`config.mk`:
```
export PLATFORM = sky130hd
export DESIGN_NAME = throw_sequencer
export DESIGN_NICKNAME = d
export VERILOG_FILES = /design/src/rtl/throw_sequencer_pkg.sv /design/src/rtl/throw_sequencer_btn_debounce.sv /design/src/rtl/throw_sequencer.sv
export SDC_FILE = /design/constraint.sdc
export NUM_CORES = 1
export LEC_CHECK = 0
export BUFFER_PORTS_ARGS = -buffer_cell sky130_fd_sc_hd__buf_2
export CORE_ASPECT_RATIO = 0.6
export CORE_MARGIN = 3
export CORE_UTILIZATION = 56
export DETAILED_ROUTE_END_ITERATION = 10
export PLACE_DENSITY_LB_ADDON = 0.3
export SETUP_SLACK_MARGIN = 0.4
export SLEW_MARGIN = 30
export SYNTH_ARGS = -nofsm -noshare
export SYNTH_HDL_FRONTEND = slang
export SYNTH_SLANG_ARGS = --single-unit
```
`constraint.sdc`:
```
create_clock -name clk -period 4.1 [get_ports clk]
set_input_delay 0.205 -clock clk [delete_from_list [all_inputs] [get_ports clk]]
set_output_delay 0.205 -clock clk [all_outputs]
set_load 0.1 [all_outputs]
```
`src/rtl/throw_sequencer_pkg.sv`:
```
// Shared definitions for the throw sequencer: state encoding, button level, tick default.
// Latency: n/a (declarations only).
// Backpressure: n/a.
package throw_sequencer_pkg;

  // Three-bit state encoding for the game FSM.
  localparam logic [2:0] ST_ENC_AIM    = 3'd0;
  localparam logic [2:0] ST_ENC_LAUNCH = 3'd1;
  localparam logic [2:0] ST_ENC_FLIGHT = 3'd2;
  localparam logic [2:0] ST_ENC_RESULT = 3'd3;
  localparam logic [2:0] ST_ENC_OVER   = 3'd4;

  typedef enum logic [2:0] {
    S_AIM    = ST_ENC_AIM,
    S_LAUNCH = ST_ENC_LAUNCH,
    S_FLIGHT = ST_ENC_FLIGHT,
    S_RESULT = ST_ENC_RESULT,
    S_OVER   = ST_ENC_OVER
  } state_t;

  // Buttons are active-low: a pressed button reads 0.
  localparam logic BTN_ACTIVE = 1'b0;

  // 60 Hz update tick from a 50 MHz clock.
  localparam int DEFAULT_TICK_DIV = 833333;

  // Increment a 4-bit counter, holding at 15 instead of wrapping.
  function automatic logic [3:0] sat_inc4(input logic [3:0] v, input logic en);
    if (en && (v != 4'hF)) return v + 4'd1;
    return v;
  endfunction

endpackage

```
`src/rtl/throw_sequencer_btn_debounce.sv`:
```
// Button conditioner: 2-flop sync, tick-sampled 2-sample filter, 1-clk press-edge pulse.
// Latency: 2 clks sync, then press reported on the 2nd consecutive low sample tick (+1 clk).
// Backpressure: none; a press not consumed in its pulse clk is lost.
//
// Ports:
//   clk, rst   : clock, asynchronous active-high reset
//   i_btn_n    : raw asynchronous button, active-low
//   i_sample   : 1-clk sample strobe (update tick)
//   o_press    : 1-clk pulse on the rising edge of the filtered 'pressed' level
module throw_sequencer_btn_debounce
  import throw_sequencer_pkg::*;
(
  input  logic clk,
  input  logic rst,
  input  logic i_btn_n,
  input  logic i_sample,
  output logic o_press
);

  logic r_sync1;
  logic r_sync2;
  logic r_samp_low;   // previous tick sample was 'pressed'
  logic r_pressed;
  logic r_pressed_d;
  logic w_low;

  assign w_low = (r_sync2 == BTN_ACTIVE);

  always_ff @(posedge clk or posedge rst) begin
    if (rst) begin
      r_sync1     <= ~BTN_ACTIVE;
      r_sync2     <= ~BTN_ACTIVE;
      r_samp_low  <= 1'b0;
      r_pressed   <= 1'b0;
      r_pressed_d <= 1'b0;
    end else begin
      r_sync1 <= i_btn_n;
      r_sync2 <= r_sync1;
      // Pressed only after two consecutive low samples; any high sample releases.
      if (i_sample) begin
        r_samp_low <= w_low;
        r_pressed  <= w_low & r_samp_low;
      end
      r_pressed_d <= r_pressed;
    end
  end

  // Edge of the filtered level: holding the button never re-triggers.
  assign o_press = r_pressed & ~r_pressed_d;

endmodule

```
`src/rtl/throw_sequencer.sv`:
```
// Game controller: update tick, aim-button gating, fire debounce, launch handshake, scoring.
// Latency: fire press -> launch pulse 1 clk later; ball_done -> counters updated next clk.
// Backpressure: none; presses outside AIM and ball_done outside FLIGHT are dropped.
//
// Ports:
//   clk, rst                      : clock, asynchronous active-high reset
//   angleup_n/angledown_n/
//   powerup_n/powerdown_n/fire_n  : raw active-low buttons
//   Vel[2:0], Ang[4:0]            : current aim values, latched at fire
//   ball_done, ball_hit           : trajectory engine completion (hit valid with done)
//   update                        : 1-clk pulse every TICK_DIV clks
//   aim_*                         : synced aim buttons, forced released outside AIM
//   launch, launch_vel, launch_ang: start pulse and latched launch parameters
//   busy, throws, hits, game_over : game status
module throw_sequencer
  import throw_sequencer_pkg::*;
#(
  parameter int TICK_DIV     = DEFAULT_TICK_DIV,
  parameter int MAX_THROWS   = 10,
  parameter int FLIGHT_TICKS = 600,
  parameter int RESULT_TICKS = 60
) (
  input  logic       clk,
  input  logic       rst,
  input  logic       angleup_n,
  input  logic       angledown_n,
  input  logic       powerup_n,
  input  logic       powerdown_n,
  input  logic       fire_n,
  input  logic [2:0] Vel,
  input  logic [4:0] Ang,
  input  logic       ball_done,
  input  logic       ball_hit,
  output logic       update,
  output logic       aim_angleup,
  output logic       aim_angledown,
  output logic       aim_powerup,
  output logic       aim_powerdown,
  output logic       launch,
  output logic [2:0] launch_vel,
  output logic [4:0] launch_ang,
  output logic       busy,
  output logic [3:0] throws,
  output logic [3:0] hits,
  output logic       game_over
);

  localparam int TW = (TICK_DIV > 1) ? $clog2(TICK_DIV) : 1;

  // ---------------- update tick ----------------
  logic [TW-1:0] r_tick_cnt;
  logic          w_tick;

  assign w_tick = (r_tick_cnt == TW'(TICK_DIV - 1));

  always_ff @(posedge clk or posedge rst) begin
    if (rst)         r_tick_cnt <= '0;
    else if (w_tick) r_tick_cnt <= '0;
    else             r_tick_cnt <= r_tick_cnt + TW'(1);
  end

  assign update = w_tick;

  // ---------------- aim button sync ----------------
  // Bit order: {angleup, angledown, powerup, powerdown}.
  logic [3:0] r_aim_s1;
  logic [3:0] r_aim_s2;

  always_ff @(posedge clk or posedge rst) begin
    if (rst) begin
      r_aim_s1 <= {4{~BTN_ACTIVE}};
      r_aim_s2 <= {4{~BTN_ACTIVE}};
    end else begin
      r_aim_s1 <= {angleup_n, angledown_n, powerup_n, powerdown_n};
      r_aim_s2 <= r_aim_s1;
    end
  end

  // ---------------- fire debounce ----------------
  logic w_fire_press;

  throw_sequencer_btn_debounce u_fire_db (
    .clk      (clk),
    .rst      (rst),
    .i_btn_n  (fire_n),
    .i_sample (w_tick),
    .o_press  (w_fire_press)
  );

  // ---------------- FSM ----------------
  state_t     r_state;
  state_t     w_state_nxt;
  logic [9:0] r_flight_cnt;
  logic [7:0] r_result_cnt;
  logic [3:0] r_throws;
  logic [3:0] r_hits;
  logic [2:0] r_vel;
  logic [4:0] r_ang;

  logic w_latch;
  logic w_enter_result;
  logic w_hit;
  logic w_flight_to;
  logic w_result_done;
  logic w_launch;
  logic w_busy;
  logic w_over;
  logic w_aim_en;

  assign w_flight_to   = (r_flight_cnt == 10'(FLIGHT_TICKS));
  assign w_result_done = (r_result_cnt == 8'(RESULT_TICKS));

  always_ff @(posedge clk or posedge rst) begin
    if (rst) r_state <= S_AIM;
    else     r_state <= w_state_nxt;
  end

  always_comb begin
    w_state_nxt    = r_state;
    w_latch        = 1'b0;
    w_enter_result = 1'b0;
    w_hit          = 1'b0;
    w_launch       = 1'b0;
    w_busy         = 1'b0;
    w_over         = 1'b0;
    w_aim_en       = 1'b0;
    case (r_state)
      S_AIM: begin
        w_aim_en = 1'b1;
        if (w_fire_press) begin
          w_state_nxt = S_LAUNCH;
          w_latch     = 1'b1;
        end
      end
      S_LAUNCH: begin
        w_launch    = 1'b1;
        w_busy      = 1'b1;
        w_state_nxt = S_FLIGHT;
      end
      S_FLIGHT: begin
        w_busy = 1'b1;
        // A landing reported in the timeout clk still scores.
        if (ball_done) begin
          w_state_nxt    = S_RESULT;
          w_enter_result = 1'b1;
          w_hit          = ball_hit;
        end else if (w_flight_to) begin
          w_state_nxt    = S_RESULT;
          w_enter_result = 1'b1;
        end
      end
      S_RESULT: begin
        w_busy = 1'b1;
        if (w_result_done) begin
          w_state_nxt = (r_throws == 4'(MAX_THROWS)) ? S_OVER : S_AIM;
        end
      end
      S_OVER: begin
        w_over = 1'b1;
      end
      default: begin
        w_state_nxt = S_AIM;
      end
    endcase
  end

  // ---------------- counters and latches ----------------
  always_ff @(posedge clk or posedge rst) begin
    if (rst) begin
      r_flight_cnt <= '0;
      r_result_cnt <= '0;
      r_throws     <= '0;
      r_hits       <= '0;
      r_vel        <= '0;
      r_ang        <= '0;
    end else begin
      if (w_latch) begin
        r_vel <= Vel;
        r_ang <= Ang;
      end

      if (r_state == S_LAUNCH)
        r_flight_cnt <= '0;
      else if ((r_state == S_FLIGHT) && w_tick && !w_flight_to)
        r_flight_cnt <= r_flight_cnt + 10'd1;

      // Scoring happens only on the single transition clk into RESULT.
      if (w_enter_result) begin
        r_result_cnt <= '0;
        r_throws     <= sat_inc4(r_throws, 1'b1);
        r_hits       <= sat_inc4(r_hits, w_hit);
      end else if ((r_state == S_RESULT) && w_tick && !w_result_done) begin
        r_result_cnt <= r_result_cnt + 8'd1;
      end
    end
  end

  // ---------------- outputs ----------------
  assign aim_angleup   = w_aim_en ? r_aim_s2[3] : ~BTN_ACTIVE;
  assign aim_angledown = w_aim_en ? r_aim_s2[2] : ~BTN_ACTIVE;
  assign aim_powerup   = w_aim_en ? r_aim_s2[1] : ~BTN_ACTIVE;
  assign aim_powerdown = w_aim_en ? r_aim_s2[0] : ~BTN_ACTIVE;

  assign launch     = w_launch;
  assign launch_vel = r_vel;
  assign launch_ang = r_ang;
  assign busy       = w_busy;
  assign throws     = r_throws;
  assign hits       = r_hits;
  assign game_over  = w_over;

endmodule
```
==> qor.log, run 1 <==
qor: run_status.outcome finished, final reports clean
qor: setup_path.worstPathBufferInverterCount 2
qor: timing.worst_clock_skew 0.00925 ns
qor: power.p_leak 1.72 nW
qor: clocking.clock_sinks 70
qor: die.design.die.area 6840 sq um
qor: clocking.worstSkewPairLatency 0.34 ns
qor: synth.synth.cells.most_frequent 60 x sky130_fd_sc_hd__dfrtp_1, 26 x sky130_fd_sc_hd__nor2_1, 22 x sky130_fd_sc_hd__nand3_1
qor: synth.syn_avg_cell_area 10.8 sq um
qor: place.finalWeightedCongestion 0.929
qor: place.placed_cells 418
qor: power.power.share.switching 0.448
qor: power.fin_total_pwr 2.19 mW
qor: setup_path.critical_path_peak_fanout 9
qor: setup_path.criticalPathCategory flop to primary output
qor: synth.most_instantiated_library_cell_after_synthesis sky130_fd_sc_hd__dfrtp_1
qor: clocking.h-tree-depth 3
qor: grt.globalRoute.totalOverflow 0
qor: detailed_routing.firstDrtPassIters 5
qor: synth.async_reset_ff_frac 1.00
qor: clocking.clock-root-buffer sky130_fd_sc_hd__clkbuf_8
qor: clocking.cts_resized 0
qor: die.die_h 65.3 um
qor: timing.whs 0.0203 ns
qor: synth.post-synth-top-area-fraction 0.458
qor: detailed_routing.drt_wl_total 6.71 mm
qor: clocking.cts.reportedPaths.clkPinSlew 0.07 ns
qor: power.netSwitchingPower 0.979 mW
qor: timing.tightestPinTransition 0.812 ns
qor: setup_path.worstSetupStartpointType flop
qor: detailed_routing.dr.first_iter.drc_count 206
qor: synth.ys.warnings.count 0
qor: timing.finalMaxSlewViolations 0
qor: synth.post_synth_instance_area 3280 sq um
qor: layout.fillCellCount 385
qor: layout.synthToLayoutAreaGrowth 16.3%
qor: hold_path.worst_hold_check_path_type primary input to asynchronous set/reset pin
qor: setup_path.worst-endpoint-arrival 2.20 ns
qor: die.die_w 105 um
qor: detailed_routing.detailroute.via_count 2492
qor: die.placementRows 20
qor: grt.groute.usage.overall 0.216
qor: timing.grt_setup_unrepaired no
qor: grt.pin_count_of_the_biggest_net_entering_global_routing 42
qor: detailed_routing.drt.antenna.violating_nets 0
qor: synth.seq_cells_post_synth 70
qor: synth.synth.area.top_cells sky130_fd_sc_hd__dfrtp_1 46%, sky130_fd_sc_hd__dfstp_2 8.0%, sky130_fd_sc_hd__xor2_1 3.7%
qor: clocking.postCtsSetupRepairBufs 0
qor: setup_path.cpPeakStageDelay 0.51 ns
qor: synth.ys.flop_type sky130_fd_sc_hd__dfrtp_1
qor: job.cap_viol_max_count 0
qor: detailed_routing.wl_per_cell 15.3 um
qor: setup_path.end_kind primary output
qor: power.internal-power 1.21 mW
qor: timing.final_min_period_over_clock_period 0.587
qor: clocking.cts_tree yes
qor: synth.yosysTopAreaCell sky130_fd_sc_hd__dfrtp_1
qor: timing.max_freq 415 MHz
qor: timing.relSlewSlack 0.458
qor: setup_path.worst_path_dominant_cell_family simple AND/OR/NAND/NOR gates
qor: clocking.cts_buffer_depth 2
qor: clocking.tritoncts.num_buffers 9
qor: setup_path.worst_path_max_delay_cell sky130_fd_sc_hd__dfrtp_1
qor: die.initial_utilization 0.612
qor: layout.num_antenna_cells 0
qor: grt.grt_first_pass_wirelength 11.5 mm
qor: detailed_routing.route.detailed.vias_per_inst 5.68
qor: synth.postSynthCellCount 304
qor: synth.synth_edf_count 0
qor: power.max-vdd-ir-drop 0.000387 V
qor: detailed_routing.route.detailed.drc 0
qor: layout.finish.net_count 383
qor: synth.seq_area_frac_synth 0.538
qor: power.seq_power_share 0.385
qor: power.power.density_cell_area 573 nW/um^2
qor: layout.layout.cells.non_filler 439
qor: setup_path.timing.critical_path.cells nor4_4 > and4_1 > nand2_4 > inv_1 > buf_2
qor: grt.grt_antenna_before_repair 0
qor: timing.finalWorstPathRequiredPeriod 2.41 ns
qor: synth.synth.distinct_cells 45
qor: timing.count_of_final_setup_violators 0
qor: place.portBuffers 40
qor: timing.setup_tns 0 ns
qor: synth.synthesis.nets 330
qor: place.post-dp-hpwl 4.76 mm
qor: die.pin_count 41
qor: timing.finalHoldViolCount 0
qor: power.power.clock.fraction 0.255
qor: layout.drive_above_1_share 0.232
qor: die.core_area 5360 sq um
qor: power.combPwrFrac 0.360
qor: setup_path.cp.required 3.89 ns
qor: grt.grt_pass1_vias 2358
power by group through the flow:
stage / logic [mW] / clock network [mW] / registers [mW]
after floorplan: 0.329 / 0 / 1.16
after global placement: 0.771 / 0 / 0.847
after detailed placement: 0.784 / 0 / 0.851
after CTS: 0.790 / 0.568 / 0.841
after global routing: 0.828 / 0.604 / 0.856
final: 0.787 / 0.556 / 0.842
per-stage QoR:
| step | utilization | setup WS, ns | area (sq um) |
|---|---|---|---|
| 2_1_floorplan | - | 1.97 | 3280 |
| 3_3_place_gp | 0.664 | 1.81 | 3550 |
| 3_5_place_dp | 0.665 | 1.80 | 3560 |
| 4_1_cts | 0.712 | 1.68 | 3810 |
| 5_1_grt | 0.712 | 1.56 | 3810 |
| 6_report | 0.712 | 1.69 | 3810 |
cell type report:
class	count	area (sq um)	share of cell area
clock buffers	11	141	0.0371
flip-flops and latches	70	1760	0.463
inverters	12	45.0	0.0118
multi-input cells	217	1440	0.378
repair buffers	47	265	0.0696
well taps	77	96.3	0.0253
clock inverters	5	58.8	0.0154
kinds of logic (layout without fill, tap and decap cells):
| logic type | Yosys count | in the layout | synth area share |
|---|---|---|---|
| adders and majority gates | 9 | 9 | 0.0344 |
| buffers and inverters | 17 | 75 | 0.0244 |
| DFF | 70 | 70 | 0.538 |
| xor gates and xnor gates | 25 | 25 | 0.0668 |
| muxes | 12 | 12 | 0.0401 |
| and+or+nand+nor | 136 | 136 | 0.237 |
| AOI/OAI and AO/OA | 35 | 35 | 0.0588 |
repair_timing:
| action | in CTS | in global routing |
|---|---|---|
| setup endpoints to repair | 0 | 0 |
| hold buffers | 5 | 0 |
| hold endpoints to repair | 5 | 0 |
state kept, by name, summed over array words and instances, names as in the netlist, 3 cells and up:
name and count:
hits 4, r_state 3, r_aim_s1 4, r_result_cnt 8, launch_vel 3, r_flight_cnt 10, r_tick_cnt 20, throws 4
launch_ang 5, r_aim_s2 4
layout by cell type, fill, tap and decap left out, types with 6 or more instances in the layout:
cell type / n
sky130_fd_sc_hd__dfrtp_1: 60
sky130_fd_sc_hd__buf_2: 40
sky130_fd_sc_hd__nor2_1: 26
sky130_fd_sc_hd__nand3_1: 22
sky130_fd_sc_hd__nand2_1: 21
sky130_fd_sc_hd__o21ai_0: 15
sky130_fd_sc_hd__xor2_1: 14
sky130_fd_sc_hd__a21oi_1: 13
sky130_fd_sc_hd__inv_1: 11
sky130_fd_sc_hd__xnor2_1: 11
sky130_fd_sc_hd__or3_1: 10
sky130_fd_sc_hd__nand4_1: 10
sky130_fd_sc_hd__clkbuf_8: 10
sky130_fd_sc_hd__dfstp_2: 10
sky130_fd_sc_hd__mux2_2: 9
sky130_fd_sc_hd__ha_1: 9
sky130_fd_sc_hd__and3_1: 6
worst paths after layout:
path	cells after the start	slack [ns]	from	to
worst max-delay path	5	1.69	r_tick_cnt[7]$_DFF_PP0_	update
worst min-delay path	2	0.02	rst	launch_ang[2]$_DFFE_PP0P_
worst max register to register	5	1.78	r_tick_cnt[7]$_DFF_PP0_	r_result_cnt[7]$_DFFE_PP0P_
worst min register to register	0	0.36	r_aim_s1[3]$_DFF_PP1_	r_aim_s2[3]$_DFF_PP1_
max in group asynchronous	3	3.19	rst	r_result_cnt[4]$_DFFE_PP0P_
min in group clk	2	0.09	Vel[2]	launch_vel[2]$_DFFE_PP0P_
routing by layer:
layer	routed length, um	track usage	up-vias
met3	639	0.0824	12
li1	-	-	1186
met1	3400	0.315	1175
met5	0	0	-
met4	91	0.0802	0
met2	2580	0.292	119
Power figures use the tool's default switching activity.
==> run 2: changes to the inputs <==
clock period = 2.4 ns   (was 4.1 ns; I/O delays follow)
==> run 2 against run 1 <==
Clock power increased by 96%. Power increased by 83%. Largest cell class unchanged. Sequential power increased by 72%. Highest routed layer unchanged. Clock skew decreased by 0.0034 ns. Cell area increased by 11%. Sequential share of layout area decreased by 4.5 points.
==> qor.log, run 2 (synthesis results as in run 1) <==
qor: timing.finalHoldViolCount 0 [unchanged]
qor: clocking.cts.reportedPaths.clkPinSlew 0.08 ns [about the same]
qor: detailed_routing.detailroute.via_count 2722 [+9.2%]
qor: timing.worst_clock_skew 0.00589 ns [-0.00335 ns]
qor: die.initial_utilization 0.612 [unchanged]
qor: power.power.clock.fraction 0.273 [+0.018]
qor: timing.count_of_final_setup_violators 0 [unchanged]
qor: layout.finish.net_count 414 [+8.1%]
qor: setup_path.cp.required 2.69 ns [-1.20 ns]
qor: detailed_routing.dr.first_iter.drc_count 238 [+16%]
qor: setup_path.worstSetupStartpointType flop
qor: job.cap_viol_max_count 0 [unchanged]
qor: layout.synthToLayoutAreaGrowth 29.1%
qor: power.fin_total_pwr 4.00 mW [+83%]
qor: grt.pin_count_of_the_biggest_net_entering_global_routing 30 [-29%]
qor: power.netSwitchingPower 1.76 mW [+80%]
qor: place.post-dp-hpwl 4.83 mm [+1.4%]
qor: grt.grt_antenna_before_repair 0 [unchanged]
qor: setup_path.critical_path_peak_fanout 5 [-4]
qor: detailed_routing.drt.antenna.violating_nets 0 [unchanged]
qor: timing.relSlewSlack 0.612 [+0.154]
qor: detailed_routing.firstDrtPassIters 7 [+2]
qor: place.portBuffers 40 [unchanged]
qor: layout.fillCellCount 316 [-18%]
qor: die.die_w 105 um [unchanged]
qor: power.seq_power_share 0.362 [-0.023]
qor: setup_path.end_kind flop
qor: die.die_h 65.3 um [unchanged]
qor: layout.drive_above_1_share 0.326 [+0.0937]
qor: grt.grt_first_pass_wirelength 13.0 mm [+13%]
qor: detailed_routing.route.detailed.drc 0 [unchanged]
qor: timing.finalWorstPathRequiredPeriod 2.06 ns
qor: grt.groute.usage.overall 0.248 [+0.0321]
qor: timing.setup_tns 0 ns [unchanged]
qor: power.combPwrFrac 0.365 [+0.005]
qor: timing.finalMaxSlewViolations 0 [unchanged]
qor: run_status.outcome finished, final reports clean
qor: grt.grt_pass1_vias 2624 [+11%]
qor: clocking.clock-root-buffer sky130_fd_sc_hd__clkbuf_8
qor: clocking.tritoncts.num_buffers 9 [unchanged]
qor: clocking.h-tree-depth 3 [unchanged]
qor: die.pin_count 41 [unchanged]
qor: setup_path.criticalPathCategory flop to flop
qor: clocking.cts_buffer_depth 2 [unchanged]
qor: timing.grt_setup_unrepaired yes
qor: detailed_routing.drt_wl_total 7.81 mm [+16%]
qor: layout.largest_register_ffs 20 [unchanged]
qor: timing.max_freq 485 MHz
qor: layout.layout.cells.most_common_list 56 x sky130_fd_sc_hd__dfrtp_1, 38 x sky130_fd_sc_hd__buf_2, 25 x sky130_fd_sc_hd__nor2_1
qor: clocking.clock_sinks 70 [unchanged]
qor: power.max-vdd-ir-drop 0.000622 V [+61%]
qor: setup_path.worst-endpoint-arrival 2.35 ns [+0.15 ns]
qor: power.power.density_cell_area 945 nW/um^2 [+65%]
qor: timing.final_min_period_over_clock_period 0.859
qor: timing.tightestPinTransition 0.581 ns [-0.231 ns]
qor: power.internal-power 2.23 mW [+85%]
qor: power.p_leak 1.91 nW [+11%]
qor: layout.num_antenna_cells 0 [unchanged]
qor: detailed_routing.route.detailed.vias_per_inst 5.79 [+2.0%]
qor: die.core_area 5360 sq um [unchanged]
qor: clocking.worstSkewPairLatency 0.36 ns [+0.02 ns]
qor: layout.biggestRegsByFlops r_tick_cnt (20), r_flight_cnt (10), r_result_cnt (8)
qor: layout.regMostFlops r_tick_cnt
qor: die.placementRows 20 [unchanged]
qor: power.power.share.switching 0.441 [-0.00694]
qor: grt.globalRoute.totalOverflow 0 [unchanged]
qor: hold_path.worst_hold_check_path_type primary input to flop
qor: place.finalWeightedCongestion 0.863 [-7.1%]
qor: die.design.die.area 6840 sq um [unchanged]
qor: layout.layout_commonest_cell sky130_fd_sc_hd__dfrtp_1
qor: clocking.cts_tree yes
qor: detailed_routing.wl_per_cell 16.6 um [+8.8%]
run 2: power by group through the flow:
stage	logic (mW)	registers, mW	clock network [mW]
after floorplan	0.563	1.99	0
after global placement	1.36	1.45	0
after detailed placement	1.37	1.46	0
after CTS	1.43	1.44	1.11
after global routing	1.53	1.47	1.17
final	1.46	1.45	1.09
run 2: final timing paths:
check                                        startpoint                     endpoint  slack, ns  cells past startpoint
worst max-delay path            r_tick_cnt[0]$_DFF_PP0_  r_flight_cnt[2]$_DFFE_PP0P_       0.34                      8
worst min-delay path                           ball_hit          hits[0]$_DFFE_PP0P_       0.17                      4
worst max register to register  r_tick_cnt[0]$_DFF_PP0_  r_flight_cnt[2]$_DFFE_PP0P_       0.34                      8
worst min register to register    r_aim_s1[1]$_DFF_PP1_        r_aim_s2[1]$_DFF_PP1_       0.36                      0
max in group asynchronous                           rst     r_tick_cnt[15]$_DFF_PP0_       1.43                      4
min in group asynchronous                           rst    launch_vel[1]$_DFFE_PP0P_       0.37                      3
run 2: area by class of cell:
cell class / count / area [sq um] / share of cell area
flip-flops and latches: 70 / 1770 / 0.418
multi-input cells: 218 / 1530 / 0.363
repair buffers: 77 / 556 / 0.131
clock buffers: 9 / 124 / 0.0293
clock inverters: 7 / 105 / 0.0248
well taps: 77 / 96.3 / 0.0228
inverters: 12 / 47.5 / 0.0112
run 2: repair_timing:
action | CTS | global route
resized for setup | 12 | 17
gates cloned | 1 | 0
endpoints found under the hold margin | 30 | 0
setup endpoints to repair | 13 | 23
setup buffers | 7 | 8
pin swaps | 3 | 9
hold buffers | 14 | 0
run 2: layer usage:
layer | GRT usage | up-vias | share of wire
li1 | - | 1245 | -
met1 | 0.328 | 1308 | 0.44
met2 | 0.373 | 151 | 0.44
met3 | 0.102 | 18 | 0.10
met4 | 0.0884 | 0 | 0.019
met5 | 0 | - | 0
run 2: through the flow:
step                      cells  utilization  hold slack, ns  area (sq um)  setup WS [ns]
final                       470        0.790           0.170          4230          0.338
after global routing        470        0.790           0.192          4230          0.259
after CTS                   462        0.766           0.164          4100          0.369
after detailed placement    424        0.678           0.209          3630          0.127
after global placement      424        0.678           0.214          3630          0.264
after floorplan             304            -           0.124          3280          0.374
run 2: worst max-delay path, stage by stage (launching register included):
cell	delay (ns)
sky130_fd_sc_hd__dfrtp_1	0.39
sky130_fd_sc_hd__inv_1	0.07
sky130_fd_sc_hd__ha_2	0.18
sky130_fd_sc_hd__nand4b_1	0.21
sky130_fd_sc_hd__buf_4	0.22
sky130_fd_sc_hd__nor3_4	0.23
sky130_fd_sc_hd__nand2_2	0.08
sky130_fd_sc_hd__or4_1	0.49
sky130_fd_sc_hd__a21oi_2	0.13
==> run 3: changes to the inputs <==
--- a/config.mk
+++ b/config.mk
@@ -8,2 +8,3 @@
 export BUFFER_PORTS_ARGS = -buffer_cell sky130_fd_sc_hd__buf_2
+export CAP_MARGIN = 10
 export CORE_ASPECT_RATIO = 0.6
==> constraint.sdc (replaced) <==
create_clock -name clk -period 2.6 [get_ports clk]
set_input_delay 0.39 -clock clk [delete_from_list [all_inputs] [get_ports clk]]
set_output_delay 0.39 -clock clk [all_outputs]
set_load 0.1 [all_outputs]
==> run 3 against run 2 <==
Global-route usage is 2.1 points lower. First-iteration DRC count down 1.7%. Sequential cell count is the same. Power decreased by 7.7%. Cell count decreased by 4.9%. Setup slack gained 0.049 ns. Clock power about the same. Critical path depth fell by 1.
==> qor.log, run 3 (synthesis results as in run 1) <==
qor: clocking.cts.reportedPaths.clkPinSlew 0.07 ns [about the same]
qor: timing.relSlewSlack 0.588 [-0.0241]
qor: die.design.die.area 6840 sq um [unchanged]
qor: detailed_routing.route.detailed.drc 0 [unchanged]
qor: place.placement.setup.worst_slack 0.340 ns [+0.213 ns]
qor: timing.tightestPinTransition 0.614 ns [+0.0328 ns]
qor: detailed_routing.detailroute.via_count 2552 [-6.2%]
qor: die.placementRows 20 [unchanged]
qor: die.die_h 65.3 um [unchanged]
qor: place.finalWeightedCongestion 0.924 [+7.1%]
qor: hold_path.worst_hold_check_path_type primary input to asynchronous set/reset pin
qor: layout.drive_above_1_share 0.297 [-0.0284]
qor: die.pin_count 41 [unchanged]
qor: layout.largest_register_ffs 20 [unchanged]
qor: job.cap_viol_max_count 0 [unchanged]
qor: setup_path.end_kind primary output
qor: clocking.cts_tree yes
qor: run_status.outcome finished, final reports clean
qor: power.max-vdd-ir-drop 0.000703 V [+13%]
qor: power.power.density_cell_area 916 nW/um^2 [-3.0%]
qor: timing.worst_clock_skew 0.0104 ns [+0.00451 ns]
qor: setup_path.r2r-start r_tick_cnt[1]$_DFF_PP0_
qor: setup_path.worst-endpoint-arrival 1.82 ns [-0.53 ns]
qor: timing.setup_tns 0 ns [unchanged]
qor: setup_path.cp.required 2.21 ns [-0.48 ns]
qor: grt.globalRouteMet3Util 0.0932 [-0.00883]
qor: setup_path.r2r_end r_flight_cnt[8]$_DFFE_PP0P_
qor: setup_path.reg2reg_path_depth 8 [unchanged]
qor: timing.final_min_period_over_clock_period 0.851
qor: grt.use_met1 0.314 [-0.0140]
qor: die.die_w 105 um [unchanged]
qor: grt.globalRoute.totalOverflow 0 [unchanged]
qor: timing.whs 0.101 ns [-0.0692 ns]
qor: layout.layout.cells.most_common_list 59 x sky130_fd_sc_hd__dfrtp_1, 38 x sky130_fd_sc_hd__buf_2, 26 x sky130_fd_sc_hd__nor2_1
qor: timing.max_freq 452 MHz
qor: detailed_routing.drt_wl_total 7.30 mm [-6.6%]
qor: setup_path.critical_path_peak_fanout 5 [unchanged]
qor: layout.regMostFlops r_tick_cnt
qor: setup_path.criticalPathCategory flop to primary output
qor: die.core_area 5360 sq um [unchanged]
qor: setup_path.ff2ff_setup_slack 0.49 ns [+0.15 ns]
qor: timing.finalHoldViolCount 0 [unchanged]
qor: layout.layout_commonest_cell sky130_fd_sc_hd__dfrtp_1
qor: clocking.worstSkewPairLatency 0.35 ns [about the same]
qor: layout.biggestRegsByFlops r_tick_cnt (20), r_flight_cnt (10), r_result_cnt (8)
qor: power.p_leak 1.84 nW [-4.2%]
qor: detailed_routing.drt.antenna.violating_nets 0 [unchanged]
qor: place.portBuffers 40 [unchanged]
qor: timing.grt_setup_unrepaired yes
qor: timing.finalMaxSlewViolations 0 [unchanged]
qor: clocking.h-tree-depth 3 [unchanged]
qor: place.post-dp-hpwl 5.01 mm [+3.7%]
qor: layout.synthToLayoutAreaGrowth 22.8%
qor: setup_path.worstSetupStartpointType flop
qor: grt.groute.usage.overall 0.228 [-0.0210]
qor: grt.grt_first_pass_wirelength 12.0 mm [-7.7%]
qor: grt.grt_pass1_vias 2468 [-5.9%]
qor: layout.finish.net_count 391 [-5.6%]
qor: clocking.tritoncts.num_buffers 9 [unchanged]
qor: die.initial_utilization 0.612 [unchanged]
qor: timing.finalWorstPathRequiredPeriod 2.21 ns
qor: grt.grt_antenna_before_repair 0 [unchanged]
qor: clocking.clock-root-buffer sky130_fd_sc_hd__clkbuf_8
qor: clocking.cts_buffer_depth 2 [unchanged]
qor: timing.timing.final.ws_setup 0.387 ns [+0.0490 ns]
qor: timing.count_of_final_setup_violators 0 [unchanged]
qor: clocking.clock_sinks 70 [unchanged]
qor: detailed_routing.route.detailed.vias_per_inst 5.71 [-1.4%]
qor: grt.met2_usage 0.328 [-0.0447]
qor: detailed_routing.dr.first_iter.drc_count 234 [-1.7%]
qor: power.fin_total_pwr 3.69 mW [-7.7%]
qor: layout.num_antenna_cells 0 [unchanged]
qor: detailed_routing.wl_per_cell 16.3 um [-1.8%]
qor: detailed_routing.firstDrtPassIters 5 [-2]
qor: grt.pin_count_of_the_biggest_net_entering_global_routing 71 [+140%]
qor: grt.grt-busiest-layer met2
==> run 3: cell count changes in the layout (fill, tap and decap cells not counted), moves of 3 or more <==
| cell | change |
|---|---|
| sky130_fd_sc_hd__nand3_2 | -3 |
| sky130_fd_sc_hd__dfrtp_1 | +3 |
| sky130_fd_sc_hd__buf_4 | -8 |
| sky130_fd_sc_hd__dlygate4sd3_1 | -14 |
| sky130_fd_sc_hd__dfrtp_2 | -3 |
==> run 3: worst max path at each step <==
stage	start	end	cells past startpoint
6_report	r_tick_cnt[1]$_DFF_PP0_	update	7
2_1_floorplan	rst	hits[0]$_DFFE_PP0P_	1
3_5_place_dp	r_tick_cnt[0]$_DFF_PP0_	r_result_cnt[4]$_DFFE_PP0P_	7
4_1_cts	r_result_cnt[0]$_DFFE_PP0P_	r_result_cnt[6]$_DFFE_PP0P_	7
3_3_place_gp	r_tick_cnt[7]$_DFF_PP0_	r_result_cnt[4]$_DFFE_PP0P_	5
5_1_grt	r_tick_cnt[1]$_DFF_PP0_	update	7
==> run 3: metrics by stage <==
step | utilization | instance area [sq um] | std cells
after floorplan | - | 3280 | 304
after global placement | 0.675 | 3610 | 422
after detailed placement | 0.675 | 3610 | 422
after CTS | 0.734 | 3930 | 442
after global routing | 0.752 | 4030 | 447
final | 0.752 | 4030 | 447
==> run 3: routing by layer <==
layer	part of all wire	vias to the layer above	wire length [um]
met4	0.0084	0	61
met2	0.43	122	3150
met1	0.45	1214	3320
met3	0.11	8	767
met5	0	-	0
li1	-	1208	-
==> run 3: layout make-up <==
class | instances | area [sq um]
multi-input cells | 217 | 1510
repair buffers | 55 | 355
fillers | 373 | 1330
inverters | 12 | 47.5
flip-flops and latches | 70 | 1770
clock buffers | 10 | 138
clock inverters | 6 | 109
well taps | 77 | 96.3
==> run 3: repair_timing <==
| item | CTS | global route |
|---|---|---|
| resized for setup | 10 | 12 |
| gates cloned | 0 | 0 |
| hold buffers | 0 | 0 |
| endpoints found under the setup margin | 7 | 18 |
| pin swaps | 1 | 3 |
| buffers inserted | 4 | 5 |
==> run 3: power by group <==
part	internal, mW	switching, mW	total [mW]
Sequential	1.20	0.131	1.33
Combinational	0.268	1.02	1.29
Clock	0.661	0.402	1.06
Total	2.13	1.56	3.69
==> run 3: critical path: stages (launching register included) <==
cell and delay, ns:
sky130_fd_sc_hd__dfrtp_1 0.41, sky130_fd_sc_hd__inv_1 0.07, sky130_fd_sc_hd__ha_2 0.19, sky130_fd_sc_hd__nand4b_1 0.18, sky130_fd_sc_hd__nor3_4 0.28, sky130_fd_sc_hd__nand2_4 0.11, sky130_fd_sc_hd__inv_4 0.07, sky130_fd_sc_hd__buf_12 0.16
